[src/rtl/player_draw_pkg.sv]
// Shared constants for the player sprite draw path: geometry, widths, colours and sprite pattern.
package player_draw_pkg;

    localparam int unsigned SPRITE_W      = 10;
    localparam int unsigned SPRITE_H      = 10;
    localparam int unsigned SPRITE_PIXELS = SPRITE_W * SPRITE_H;
    localparam int unsigned SCREEN_W      = 160;
    localparam int unsigned SCREEN_H      = 120;
    localparam int unsigned NUM_LANES     = 4;

    localparam int unsigned X_W      = 8;
    localparam int unsigned Y_W      = 7;
    localparam int unsigned XCALC_W  = 9;
    localparam int unsigned YCALC_W  = 8;
    localparam int unsigned COLOUR_W = 3;
    localparam int unsigned LANE_W   = 2;
    localparam int unsigned CNT_W    = 4;
    localparam int unsigned ADDR_W   = 7;

    localparam logic [COLOUR_W-1:0] COLOUR_BLACK = 3'b000;
    localparam logic [COLOUR_W-1:0] COLOUR_BLUE  = 3'b001;
    localparam logic [COLOUR_W-1:0] COLOUR_GREEN = 3'b010;
    localparam logic [COLOUR_W-1:0] COLOUR_WHITE = 3'b111;

    // Sprite image: black corners, green border, white body.
    function automatic logic [COLOUR_W-1:0] sprite_pixel(input logic [ADDR_W-1:0] addr);
        int unsigned a;
        int unsigned col;
        int unsigned row;
        logic        edge_col;
        logic        edge_row;
        a        = 32'(addr);
        col      = a % SPRITE_W;
        row      = a / SPRITE_W;
        edge_col = (col == 0) || (col == SPRITE_W - 1);
        edge_row = (row == 0) || (row == SPRITE_H - 1);
        if (edge_col && edge_row) begin
            return COLOUR_BLACK;
        end else if (edge_col || edge_row) begin
            return COLOUR_GREEN;
        end
        return COLOUR_WHITE;
    endfunction

endpackage

[src/rtl/player_sprite_rom.sv]
// 100x3 player sprite ROM with one-cycle synchronous read, addressed by dy*10+dx.
module player_sprite_rom
    import player_draw_pkg::*;
(
    input  logic                clk,
    input  logic [ADDR_W-1:0]   addr,
    output logic [COLOUR_W-1:0] data
);

    always_ff @(posedge clk) begin
        data <= sprite_pixel(addr);
    end

endmodule

[src/rtl/player_draw_datapath.sv]
// Player lane register and 10x10 erase/draw pixel walker feeding the VGA adapter.
// Define PLAYER_SPRITE_ROM_EN to take draw colour from player_sprite_rom (adds one stage).
module player_draw_datapath
    import player_draw_pkg::*;
#(
    parameter int unsigned         X_BASE        = 40,
    parameter int unsigned         LANE_STEP     = 25,
    parameter int unsigned         Y_POS         = 105,
    parameter logic [COLOUR_W-1:0] PLAYER_COLOUR = 3'b010,
    parameter logic [COLOUR_W-1:0] BG_COLOUR     = 3'b000
) (
    input  logic                clk,
    input  logic                resetn,
    input  logic                ld_pos1,
    input  logic                ld_pos2,
    input  logic                ld_pos3,
    input  logic                ld_pos4,
    input  logic                inEraseState,
    input  logic                inDrawState,
    output logic [X_W-1:0]      x,
    output logic [Y_W-1:0]      y,
    output logic [COLOUR_W-1:0] colour,
    output logic                plot,
    output logic                done
);

    logic [LANE_W-1:0] lane;
    logic [CNT_W-1:0]  dx;
    logic [CNT_W-1:0]  dy;
    logic              erase_c;
    logic              active_c;
    logic              last_c;
    logic [X_W-1:0]    x_c;
    logic [Y_W-1:0]    y_c;

    // Lane select: lowest-index load wins.
    always_ff @(posedge clk) begin
        if (!resetn) begin
            lane <= '0;
        end else if (ld_pos1) begin
            lane <= LANE_W'(0);
        end else if (ld_pos2) begin
            lane <= LANE_W'(1);
        end else if (ld_pos3) begin
            lane <= LANE_W'(2);
        end else if (ld_pos4) begin
            lane <= LANE_W'(3);
        end
    end

    always_comb begin
        erase_c  = inEraseState;
        active_c = inEraseState || inDrawState;
        last_c   = (dx == CNT_W'(SPRITE_W - 1)) && (dy == CNT_W'(SPRITE_H - 1));
        x_c      = X_W'(XCALC_W'(X_BASE) + XCALC_W'(lane) * XCALC_W'(LANE_STEP) + XCALC_W'(dx));
        y_c      = Y_W'(YCALC_W'(Y_POS) + YCALC_W'(dy));
    end

    // Pixel walker holds its position while idle, mirroring the FSM's draw counter.
    always_ff @(posedge clk) begin
        if (!resetn) begin
            dx <= '0;
            dy <= '0;
        end else if (active_c) begin
            if (dx == CNT_W'(SPRITE_W - 1)) begin
                dx <= '0;
                dy <= (dy == CNT_W'(SPRITE_H - 1)) ? '0 : dy + CNT_W'(1);
            end else begin
                dx <= dx + CNT_W'(1);
            end
        end
    end

`ifdef PLAYER_SPRITE_ROM_EN
    logic [COLOUR_W-1:0] rom_data;
    logic [X_W-1:0]      x_s1;
    logic [Y_W-1:0]      y_s1;
    logic                plot_s1;
    logic                done_s1;
    logic                erase_s1;

    player_sprite_rom u_rom (
        .clk  (clk),
        .addr (ADDR_W'(ADDR_W'(dy) * ADDR_W'(SPRITE_W) + ADDR_W'(dx))),
        .data (rom_data)
    );

    // Stage 1 aligns coordinates with the ROM read; stage 2 drives the adapter.
    always_ff @(posedge clk) begin
        if (!resetn) begin
            x_s1     <= '0;
            y_s1     <= '0;
            plot_s1  <= 1'b0;
            done_s1  <= 1'b0;
            erase_s1 <= 1'b0;
            x        <= '0;
            y        <= '0;
            colour   <= '0;
            plot     <= 1'b0;
            done     <= 1'b0;
        end else begin
            x_s1     <= x_c;
            y_s1     <= y_c;
            plot_s1  <= active_c;
            done_s1  <= active_c && last_c;
            erase_s1 <= erase_c;
            x        <= x_s1;
            y        <= y_s1;
            colour   <= erase_s1 ? BG_COLOUR : rom_data;
            plot     <= plot_s1;
            done     <= done_s1;
        end
    end
`else
    always_ff @(posedge clk) begin
        if (!resetn) begin
            x      <= '0;
            y      <= '0;
            colour <= '0;
            plot   <= 1'b0;
            done   <= 1'b0;
        end else begin
            x      <= x_c;
            y      <= y_c;
            colour <= erase_c ? BG_COLOUR : PLAYER_COLOUR;
            plot   <= active_c;
            done   <= active_c && last_c;
        end
    end
`endif

endmodule

[config.mk]
export PLATFORM = sky130hd
export DESIGN_NAME = player_draw_datapath
export DESIGN_NICKNAME = d
export VERILOG_FILES = /design/src/rtl/player_draw_pkg.sv /design/src/rtl/player_sprite_rom.sv /design/src/rtl/player_draw_datapath.sv
export SDC_FILE = /design/constraint.sdc
export NUM_CORES = 1
export LEC_CHECK = 0
export ABC_AREA = 1
export CAP_MARGIN = 20
export CORE_ASPECT_RATIO = 1.2
export CORE_MARGIN = 2
export CORE_UTILIZATION = 39
export CTS_CLUSTER_DIAMETER = 60
export DETAILED_ROUTE_END_ITERATION = 6
export MAX_ROUTING_LAYER = met4
export PLACE_DENSITY = 0.72
export SYNTH_ARGS = -nofsm -noshare
export SYNTH_HDL_FRONTEND = slang
export SYNTH_SLANG_ARGS = --single-unit
[constraint.sdc]
create_clock -name clk -period 2.3 [get_ports clk]
set_clock_uncertainty 0.1 [all_clocks]
set_input_delay 0.46 -clock clk [delete_from_list [all_inputs] [get_ports clk]]
set_output_delay 0.46 -clock clk [all_outputs]
set_load 0.02 [all_outputs]
==> impl_metrics.ini <==
[clocking]
clkTransAtPathRegs_ns = 0.15
cts_tree = built
post_cts_buffers = 0
cts-root-buf = clkbuf_4
insertion_delay_ns = 0.34
cts_buffer_depth = 2
postCtsHoldBufs = 0
numCtsBuffers = 3
cts_resized = 0
cts_htree_levels = 1
clock_sinks = 27

[worst_setup_path]
slowest_stage = dfxtp_1
crit_type = reg2reg
path_cells = ha_1, ha_1, ha_1, fa_1, nand3_1, nand3_1, nand2_1, nor2_1
start_kind = flop
slowest_delay_ns = 0.47
end_kind = flop
crit_top_cell = ha_1
crit_fanout = 5
crit_required_ns = 2.45
worstPathArrival_ns = 2.22

[floorplanning]
die_width_um = 56.7
fp.dieH_um = 67.2
core_mm2 = 0.00311
initial_core_util_pct = 41.8
boundaryPins = 28
fp.dieArea_mm2 = 0.00381
rows = 22

[run]
cap_violations = 0

[global_route]
antenna_found_initial = 0
grt_max_degree = 17
grtUsageTotal_pct = 14.1
gr-total-overflow = 0
grt_pass1_vias = 1015
grt_pass1_wl_um = 4020

[placed_design]
post-dp-hpwl_um = 1790
place.gp.congestion = 0.874
io_buffers = 25

[final_layout]
post-route-util_pct = 51.3
fill_cells = 306
nets = 207
syn_to_final_growth_pct = 22.9
drive_above_1_share_pct = 9.84
antenna_cells = 0
layout_common_cells = 27 x nand2_1, 27 x dfxtp_1, 25 x inv_1, 25 x clkdlybuf4s50_1, 15 x nor2_1

[power_and_ir_drop]
leakagePower_nw = 0.750
power_frac_comb_pct = 16.2
vdd_drop_max_v = 0.000275
intPower_mw = 0.618
powerDensity_mw_per_mm2 = 538
seqPwrFrac_pct = 58.3
power.clock.fraction_pct = 25.5
p_sw_mw = 0.241
swShare_pct = 28.1

[sta]
setup-violations-final = 0
fmax_ghz = 0.485
fin_setup_tns_ns = 0
maxSlewViolCount = 0
rsz0062_at_grt = false
fin_crit_ns = 2.06
finalHoldViolCount = 0
period_share_pct = 89.7

[detailed_routing]
vias = 1015
drc = 0
drtIter0Drc = 30
wl_um = 2270
drtPass1Iterations = 4
wl_per_cell_um = 10.3
ant_nets = 0
avgViaCountPerCell = 4.63

[synthesis]
ys_types = 26
syn-cell-area_mm2 = 0.00130
avgSynthCellArea_um2 = 8.27
yosysWarningCount = 0
syn_inst = 157
yosysSeqAreaShare_pct = 41.6
synth-seq-cells = 27

[outcome]
status = completed

[min_path]
hp-class = reg2reg
-- stage by stage --
step	setup WS (ns)	hold slack (ns)	instances	total power [mW]	area [um2]
floorplan	0.380	0.387	158	0.597	1300
global placement	0.324	0.407	215	0.646	1570
detailed placement	0.239	0.419	215	0.652	1570
CTS	0.221	0.440	219	0.872	1600
global route	0.114	0.483	219	0.907	1600
finish	0.237	0.438	219	0.859	1600
-- sequential cells by signal, indices dropped and copies added (netlist names) --
name	count
colour	1
done	1
dx	4
dy	4
lane	2
plot	1
x	8
y	6
-- worst paths after layout --
path	start	end	slack, ns	cells past startpoint
setup / recovery	dx[1]	x[6]	0.24	8
hold / removal	dy[3]	dy[3]	0.44	2
setup reg to reg	dx[1]	x[6]	0.24	8
hold reg to reg	dy[3]	dy[3]	0.44	2
-- power groups by stage --
stage	registers (mW)	clock network, mW	logic [mW]
after floorplan	0.528	0	0.0689
after global placement	0.510	0	0.136
after detailed placement	0.512	0	0.140
after CTS	0.501	0.229	0.141
after global routing	0.504	0.250	0.153
final	0.501	0.219	0.140
-- area by class of cell --
class                   count  area [um2]  area share [%]
clock inverters             1        7.51           0.470
clock buffers               3        22.5            1.41
repair buffers             26         258            16.1
well taps                  36        45.0            2.82
inverters                  26        97.6            6.11
multi-input cells         100         626            39.2
flip-flops and latches     27         541            33.9
-- layer usage --
| layer | global-route usage (%) | part of all wire, % | up-vias |
|---|---|---|---|
| li1 | - | - | 534 |
| met1 | 15.1 | 42 | 451 |
| met2 | 24.1 | 51 | 23 |
| met3 | 1.72 | 3.4 | 7 |
| met4 | 10.4 | 3.4 | 0 |
| met5 | - | 0 | - |
-- cell families after synthesis --
logic type / Yosys count / share of synthesized area (%)
flops: 27 / 41.6
simple gates: 69 / 26.2
xor+xnor: 2 / 1.35
buf+inv: 31 / 10.5
other cells: 1 / 0.289
compound gates: 12 / 5.01
fa+ha+maj: 15 / 15.0
-- critical path: cells and delay by family, from the launching register on --
family	cells	cell delay [ns]
adder cells (fa/ha/maj)	4	1.10
AND/OR/NAND/NOR	4	0.31
flip-flops	1	0.47
-- cell usage after synthesis --
cell type | n | area [um2]
nor3_2 | 2 | 20.0
xnor2_1 | 2 | 17.5
nor2_1 | 15 | 56.3
ha_1 | 14 | 175
conb_1 | 1 | 3.75
nor2_4 | 2 | 22.5
dfxtp_1 | 27 | 541
nor3_1 | 4 | 20.0
o21bai_1 | 1 | 7.51
nor2_2 | 5 | 31.3
inv_1 | 25 | 93.8
or2_1 | 1 | 6.26
nand4_1 | 2 | 12.5
inv_2 | 1 | 3.75
nand3_4 | 1 | 17.5
a21oi_1 | 7 | 35.0
nand2_1 | 27 | 101
buf_2 | 1 | 5.00
buf_6 | 1 | 11.3
o21ai_1 | 1 | 5.00
fa_1 | 1 | 20.0
buf_4 | 3 | 22.5
nand2_2 | 2 | 12.5
nand3_1 | 8 | 40.0
o21ai_0 | 2 | 10.0
o211ai_1 | 1 | 7.51
No activity file was read; power rests on OpenSTA's default activity.
